$ cat config.mk
export PLATFORM = sky130hd
export DESIGN_NAME = mesh_router_vc
export DESIGN_NICKNAME = d
export VERILOG_FILES = /design/src/rtl/mesh_router_vc.sv
export SDC_FILE = /design/constraint.sdc
export NUM_CORES = 2
export LEC_CHECK = 0
export ABC_AREA = 0
export BUFFER_PORTS_ARGS = -buffer_cell sky130_fd_sc_hd__buf_4
export CAP_MARGIN = 20
export CORE_MARGIN = 10
export CORE_UTILIZATION = 31
export DETAILED_ROUTE_END_ITERATION = 12
export GPL_ROUTABILITY_DRIVEN = 1
export SLEW_MARGIN = 20
export SYNTH_ARGS = -nofsm -noshare
export SYNTH_HDL_FRONTEND = slang
export SYNTH_SLANG_ARGS = --single-unit
$ cat constraint.sdc
create_clock -name clk -period 16.2 [get_ports clk]
set_input_delay 3.24 -clock clk [delete_from_list [all_inputs] [get_ports clk]]
set_output_delay 3.24 -clock clk [all_outputs]
set_load 0.02 [all_outputs]
$ cat src/rtl/mesh_router_vc.sv
// Five-port mesh router node: per-input FIFOs, X-then-Y routing, per-output
// round-robin arbitration with a registered output stage and optional VC gating.
module mesh_router_vc #(
  parameter int DATA_W  = 64,
  parameter int HOP_W   = 4,
  parameter int DEPTH   = 4,
  parameter int VC_GATE = 0
) (
  input  logic                  clk,
  input  logic                  reset,
  output logic                  polarity_out,
  input  logic [4:0]            in_send,
  input  logic [5*DATA_W-1:0]   in_data,
  output logic [4:0]            in_ready,
  output logic [4:0]            out_send,
  output logic [5*DATA_W-1:0]   out_data,
  input  logic [4:0]            out_ready
);

  localparam int PTR_W = (DEPTH > 1) ? $clog2(DEPTH) : 1;
  localparam int CNT_W = $clog2(DEPTH + 1);
  localparam int X_MSB = DATA_W - 13;
  localparam int Y_MSB = DATA_W - 9;

  localparam logic [2:0] P_PE  = 3'd0;
  localparam logic [2:0] P_CW  = 3'd1;
  localparam logic [2:0] P_CCW = 3'd2;
  localparam logic [2:0] P_NS  = 3'd3;
  localparam logic [2:0] P_SN  = 3'd4;

  logic [DATA_W-1:0] mem_r      [5][DEPTH];
  logic [PTR_W-1:0]  rd_ptr_r   [5];
  logic [PTR_W-1:0]  wr_ptr_r   [5];
  logic [CNT_W-1:0]  count_r    [5];
  logic [2:0]        rr_ptr_r   [5];
  logic              polarity_r;

  logic [DATA_W-1:0] head_s     [5];
  logic [DATA_W-1:0] mod_s      [5];
  logic [2:0]        route_s    [5];
  logic [2:0]        winner_s   [5];
  logic [4:0]        head_valid_s;
  logic [4:0]        eligible_s;
  logic [4:0]        full_s;
  logic [4:0]        push_s;
  logic [4:0]        pop_s;
  logic [4:0]        grant_s;
  logic [4:0]        stage_free_s;

  function automatic logic [2:0] mod5_add(input logic [2:0] base, input logic [2:0] off);
    logic [3:0] sum;
    sum = {1'b0, base} + {1'b0, off};
    return (sum >= 4'd5) ? 3'(sum - 4'd5) : sum[2:0];
  endfunction

  function automatic logic [PTR_W-1:0] ptr_inc(input logic [PTR_W-1:0] ptr);
    return (ptr == PTR_W'(DEPTH - 1)) ? {PTR_W{1'b0}} : ptr + PTR_W'(1);
  endfunction

  assign polarity_out = polarity_r;

  // Head decode: occupancy, route selection and departure header per input.
  always_comb begin
    for (int p = 0; p < 5; p++) begin
      head_s[p]       = mem_r[p][rd_ptr_r[p]];
      head_valid_s[p] = (count_r[p] != {CNT_W{1'b0}});
      full_s[p]       = (count_r[p] == CNT_W'(DEPTH));
      in_ready[p]     = !full_s[p] && !reset;
      push_s[p]       = in_send[p] && in_ready[p];
      if (head_s[p][X_MSB -: HOP_W] != {HOP_W{1'b0}}) begin
        route_s[p] = head_s[p][DATA_W-3] ? P_CW : P_CCW;
      end else if (head_s[p][Y_MSB -: HOP_W] != {HOP_W{1'b0}}) begin
        route_s[p] = head_s[p][DATA_W-2] ? P_SN : P_NS;
      end else begin
        route_s[p] = P_PE;
      end
      mod_s[p] = head_s[p];
      case (route_s[p])
        P_CW, P_CCW: mod_s[p][X_MSB -: HOP_W] = head_s[p][X_MSB -: HOP_W] - HOP_W'(1);
        P_NS, P_SN:  mod_s[p][Y_MSB -: HOP_W] = head_s[p][Y_MSB -: HOP_W] - HOP_W'(1);
        default:     mod_s[p] = head_s[p];
      endcase
      eligible_s[p] = head_valid_s[p] &&
                      ((VC_GATE == 0) || (head_s[p][DATA_W-1] == polarity_r));
    end
  end

  // Round-robin search from each output's pointer; a granted head pops only if the stage is free.
  always_comb begin
    pop_s = 5'b00000;
    for (int o = 0; o < 5; o++) begin
      grant_s[o]      = 1'b0;
      winner_s[o]     = 3'd0;
      stage_free_s[o] = !out_send[o] || out_ready[o];
      for (int i = 0; i < 5; i++) begin
        if (!grant_s[o] && eligible_s[mod5_add(rr_ptr_r[o], 3'(i))] &&
            (route_s[mod5_add(rr_ptr_r[o], 3'(i))] == 3'(o))) begin
          grant_s[o]  = 1'b1;
          winner_s[o] = mod5_add(rr_ptr_r[o], 3'(i));
        end else begin
          grant_s[o]  = grant_s[o];
        end
      end
      if (grant_s[o] && stage_free_s[o]) begin
        pop_s[winner_s[o]] = 1'b1;
      end else begin
        pop_s = pop_s;
      end
    end
  end

  // FIFO storage: written on accepted pushes, never reset (occupancy tracks validity).
  always_ff @(posedge clk) begin
    for (int p = 0; p < 5; p++) begin
      if (push_s[p]) begin
        mem_r[p][wr_ptr_r[p]] <= in_data[p*DATA_W +: DATA_W];
      end
    end
  end

  // FIFO pointers and occupancy.
  always_ff @(posedge clk or posedge reset) begin
    if (reset) begin
      for (int p = 0; p < 5; p++) begin
        rd_ptr_r[p] <= {PTR_W{1'b0}};
        wr_ptr_r[p] <= {PTR_W{1'b0}};
        count_r[p]  <= {CNT_W{1'b0}};
      end
    end else begin
      for (int p = 0; p < 5; p++) begin
        if (push_s[p]) wr_ptr_r[p] <= ptr_inc(wr_ptr_r[p]);
        if (pop_s[p])  rd_ptr_r[p] <= ptr_inc(rd_ptr_r[p]);
        case ({push_s[p], pop_s[p]})
          2'b10:   count_r[p] <= count_r[p] + CNT_W'(1);
          2'b01:   count_r[p] <= count_r[p] - CNT_W'(1);
          default: count_r[p] <= count_r[p];
        endcase
      end
    end
  end

  // Output stages, round-robin pointers and the free-running VC polarity.
  always_ff @(posedge clk or posedge reset) begin
    if (reset) begin
      polarity_r <= 1'b0;
      out_send   <= 5'b00000;
      out_data   <= {(5*DATA_W){1'b0}};
      for (int o = 0; o < 5; o++) begin
        rr_ptr_r[o] <= 3'd0;
      end
    end else begin
      polarity_r <= !polarity_r;
      for (int o = 0; o < 5; o++) begin
        if (stage_free_s[o]) begin
          if (grant_s[o]) begin
            out_data[o*DATA_W +: DATA_W] <= mod_s[winner_s[o]];
            out_send[o]                  <= 1'b1;
            rr_ptr_r[o]                  <= mod5_add(winner_s[o], 3'd1);
          end else begin
            out_send[o] <= 1'b0;
          end
        end
      end
    end
  end

endmodule

==> impl_metrics.py <==
metrics = {
    "synthesis": {
        "synth_area_leaders": "sky130_fd_sc_hd__edfxtp_1, sky130_fd_sc_hd__dfrtp_1, sky130_fd_sc_hd__mux4_2",
        "synth-edff-count": 1280,
        "yosysWarnings": 0,
        "post_synth_most_frequent_cells": "sky130_fd_sc_hd__edfxtp_1, sky130_fd_sc_hd__dfrtp_1, sky130_fd_sc_hd__nand2_1",
        "post_synthesis_cell_area_mm2": 0.07844,
        "synth-seq-area-share": 0.6100,
        "synth_mux_area_frac": 0.1403,
        "synthesis.area_per_instance_um2": 14.15,
        "synth-compound-area-share": 0.1290,
        "syn_nets": 5976,
        "yosysTopAreaCellShare": 0.4900,
        "main_combinational_cell_family_by_area_after_synthesis": "multiplexers",
        "yosysUniqueCellTypes": 113,
        "synth_ff_type": "sky130_fd_sc_hd__edfxtp_1",
        "flip_flop_and_latch_count_after_synthesis": 1656,
        "synth_simple_gate_area_share": 0.06757,
        "synthCells": 5543,
        "synth-xor-area-share": 0.006699,
        "yosysTopAreaCell": "sky130_fd_sc_hd__edfxtp_1",
        "synthesized_area_fraction_occupied_by_adder_cells": 0.01707,
        "postSynth.asyncResetShare": 0.2271,
        "synth.most_common_cell": "sky130_fd_sc_hd__edfxtp_1",
    },
    "cts": {
        "cts-root-buf": "sky130_fd_sc_hd__clkbuf_16",
        "post_cts_resize_count": 0,
        "insertion_delay_ns": 0.87,
        "cts_htree_levels": 4,
        "post_cts_buffers": 0,
        "clock_buffers_created_by_tritoncts": 183,
        "cts_hold_buffers": 0,
        "clk_path_buf_depth": 3,
        "clock_pin_slew_worst_setup_and_hold_paths_ns": 0.06,
        "number_of_clock_sinks": 1656,
        "tritoncts": "built",
    },
    "route": {
        "detailed_router_s_first_iteration_violation_count": 7039,
        "post-route-drc-count": 0,
        "finalWirelength_um": 332000,
        "wl_per_cell_um": 34.45,
        "num_vias": 56001,
        "detail-route-antenna-nets": 0,
        "route.detailed.vias_per_inst": 5.811,
        "drt-pass1-iter-count": 7,
    },
    "timing": {
        "final_cycle_utilization_of_the_critical_path": 0.4817,
        "worst_hold_slack_ns": 0.4164,
        "slew_viol_final": 0,
        "maxSlewHeadroom": 0.1924,
        "period_needed_ns": 7.804,
        "worst-slew-pin-transition_ns": 1.211,
        "report.final.setup_viol": 0,
        "fmax_achieved_mhz": 128.1,
        "clock_skew_ns": 0.09731,
        "unrepaired_setup_endpoints_after_global_routing": "false",
        "setup-tns-final_ns": 0,
        "hold_viol_final": 0,
    },
    "global_route": {
        "groute.layer.met1.usage": 0.2725,
        "grt.total_usage": 0.2339,
        "grt_remaining_overflow": 0,
        "grt_antenna_before_repair": 91,
        "grt_use_met3": 0.06628,
        "grt_pass1_wl_um": 451000,
        "grt-busiest-layer": "met2",
        "number_of_global_route_vias_before_repair": 54126,
        "pin_count_of_the_biggest_net_entering_global_routing": 130,
        "gr-usage-met2": 0.3797,
    },
    "floorplanning": {
        "core.rowCount": 184,
        "die_height_um": 523.0,
        "dieArea_mm2": 0.2736,
        "boundaryPins": 663,
        "design.core.area_mm2": 0.2516,
        "initial_core_util": 0.3117,
        "die-width_um": 523.0,
    },
    "worst_setup_path": {
        "worst-path-max-fanout": 46,
        "worst_r2r_path_depth": 19,
        "timing.critical_path.slowest_cell_delay_ns": 0.96,
        "cpLargestDelayFamily": "buffers and inverters",
        "critical_path.cell_chain": "mux4_2 -> inv_1 -> ha_1 -> and2_1 -> o2bb2a_1 -> o211ai_1 -> o41ai_1 -> o22ai_1 -> a21oi_1 -> nor4_4 -> nand2_1 -> o31ai_4 -> buf_4 -> inv_4 -> buf_4 -> nor2_4 -> buf_4 -> a221oi_1 -> a211oi_1",
        "worstSetupStartpointType": "flip-flop",
        "cp-startpoint": "rd_ptr_r[6]",
        "r2r_setup_slack_ns": 8.40,
        "critical_path.endpoint": "out_data[96]",
        "worst_path_most_repeated_cell": "sky130_fd_sc_hd__buf_4",
        "timing.critical_path.to_type": "flip-flop",
        "critical_path_cell_with_the_highest_stage_delay": "sky130_fd_sc_hd__dfrtp_4",
        "data_arrival_time_of_the_critical_path_ns": 8.54,
        "cp.depth": 19,
        "crit-reg2reg-launch": "rd_ptr_r[6]",
        "r2r-end": "out_data[96]",
        "worst-setup-path-type": "flip-flop to flip-flop",
        "path_buf_inv": 5,
        "data_required_time_at_the_worst_endpoint_ns": 16.94,
    },
    "place": {
        "io_buffer_count": 662,
        "gp_routability_congestion": 0.9351,
        "detailed_place_hpwl_um": 239900,
    },
    "cells_and_area": {
        "nNetsFinal": 6535,
        "sequential_cell_area_mm2": 0.04788,
        "final.fill_count": 23749,
        "flow.area_growth_from_synthesis_pct": 19.13,
        "fraction_of_layout_instances_using_a_drive_strength_above_1": 0.2589,
        "multiInputGateArea_mm2": 0.02863,
    },
    "flow_run": {
        "max_cap_viol_count": 0,
    },
    "status": {
        "outcome": "finished clean",
    },
    "min_path": {
        "path_category_of_the_worst_min_delay_check": "flip-flop to flip-flop",
    },
}
final cells by class:
type,instances,share of cell area
diodes,27,0.0007230
clock buffers,231,0.05257
clock inverters,114,0.01583
inverters,135,0.005570
multi-input cells,3364,0.3064
flip-flops and latches,1656,0.5124
well taps,3348,0.04483
repair buffers,762,0.06170
state kept, by name, summed over array words and instances, names as in the netlist:
| register | cells |
|---|---|
| mem_r | 1280 |
| out_send | 5 |
| rd_ptr_r | 10 |
| out_data | 320 |
| polarity_out | 1 |
| rr_ptr_r | 15 |
| wr_ptr_r | 10 |
| count_r | 15 |
routing by layer:
metal	routed length, um	share of wire
met1	117500	0.35
met2	156100	0.47
met3	31870	0.096
met4	25850	0.078
met5	639	0.0019
placed cells by master (no fill, tap or decap), types with 42 or more instances in the layout:
cell                        Yosys  layout
sky130_fd_sc_hd__or3_1         49      49
sky130_fd_sc_hd__ha_1          91      91
sky130_fd_sc_hd__edfxtp_1    1280    1280
sky130_fd_sc_hd__a22oi_1       68      68
sky130_fd_sc_hd__a31oi_1       71      69
sky130_fd_sc_hd__mux4_2       314     314
sky130_fd_sc_hd__mux2_2       100     100
sky130_fd_sc_hd__xnor2_1       45      45
sky130_fd_sc_hd__a211oi_1      97      97
sky130_fd_sc_hd__o31ai_1       42      42
sky130_fd_sc_hd__buf_4         23     758
sky130_fd_sc_hd__dfrtp_1      376     366
sky130_fd_sc_hd__nor2_1       341     338
sky130_fd_sc_hd__nand2_1      343     339
sky130_fd_sc_hd__nor3_1        55      51
sky130_fd_sc_hd__a221oi_1     239     239
sky130_fd_sc_hd__o22ai_1       77      77
sky130_fd_sc_hd__o21ai_0      118     117
sky130_fd_sc_hd__a21o_1        55      54
sky130_fd_sc_hd__a21oi_1      320     320
sky130_fd_sc_hd__inv_1        117     116
sky130_fd_sc_hd__nand3_1       87      86
sky130_fd_sc_hd__mux2i_1      251     251
sky130_fd_sc_hd__clkbuf_16      0     185
stage by stage:
stage | cells | area, um^2 | util | setup slack, ns
after CTS | 9608 | 93350 | 0.3710 | 8.272
after global routing | 9622 | 93410 | 0.3712 | 8.193
after global placement | 9263 | 86950 | 0.3456 | 8.486
after floorplan | 5543 | 78440 | - | 2.516
after detailed placement | 9263 | 86950 | 0.3456 | 8.270
final | 9637 | 93450 | 0.3714 | 8.396
worst min path at each step:
stage | startpoint | end | slack (ns) | cells past startpoint
2_1_floorplan | count_r[11] | count_r[11] | 0.48 | 1
3_3_place_gp | polarity_out | polarity_out | 0.41 | 1
3_5_place_dp | polarity_out | polarity_out | 0.41 | 1
4_1_cts | polarity_out | polarity_out | 0.42 | 1
5_1_grt | polarity_out | polarity_out | 0.47 | 1
6_report | polarity_out | polarity_out | 0.42 | 1
worst reg2reg max path, cell delays in order (launching register included):
cell	delay, ns
sky130_fd_sc_hd__dfrtp_4	0.96
sky130_fd_sc_hd__mux4_2	0.63
sky130_fd_sc_hd__inv_1	0.10
sky130_fd_sc_hd__ha_1	0.24
sky130_fd_sc_hd__and2_1	0.18
sky130_fd_sc_hd__o2bb2a_1	0.37
sky130_fd_sc_hd__o211ai_1	0.47
sky130_fd_sc_hd__o41ai_1	0.12
sky130_fd_sc_hd__o22ai_1	0.35
sky130_fd_sc_hd__a21oi_1	0.21
sky130_fd_sc_hd__nor4_4	0.49
sky130_fd_sc_hd__nand2_1	0.17
sky130_fd_sc_hd__o31ai_4	0.09
sky130_fd_sc_hd__buf_4	0.57
sky130_fd_sc_hd__inv_4	0.44
sky130_fd_sc_hd__buf_4	0.45
sky130_fd_sc_hd__nor2_4	0.74
sky130_fd_sc_hd__buf_4	0.61
sky130_fd_sc_hd__a221oi_1	0.22
sky130_fd_sc_hd__a211oi_1	0.30
logic make-up (layout without fill, tap and decap cells):
family                   Yosys count  after routing
buffers and inverters            523           1242
multiplexers                     690            690
flip-flops                      1656           1656
XOR/XNOR                          60             60
adder cells (fa/ha/maj)          101            101
other                              0             27
AO/OA/AOI/OAI                   1396           1396
AND/OR/NAND/NOR                 1117           1117
Power is not shown: default switching activity piles up to over one toggle a cycle in this logic, so the estimate is an artifact.
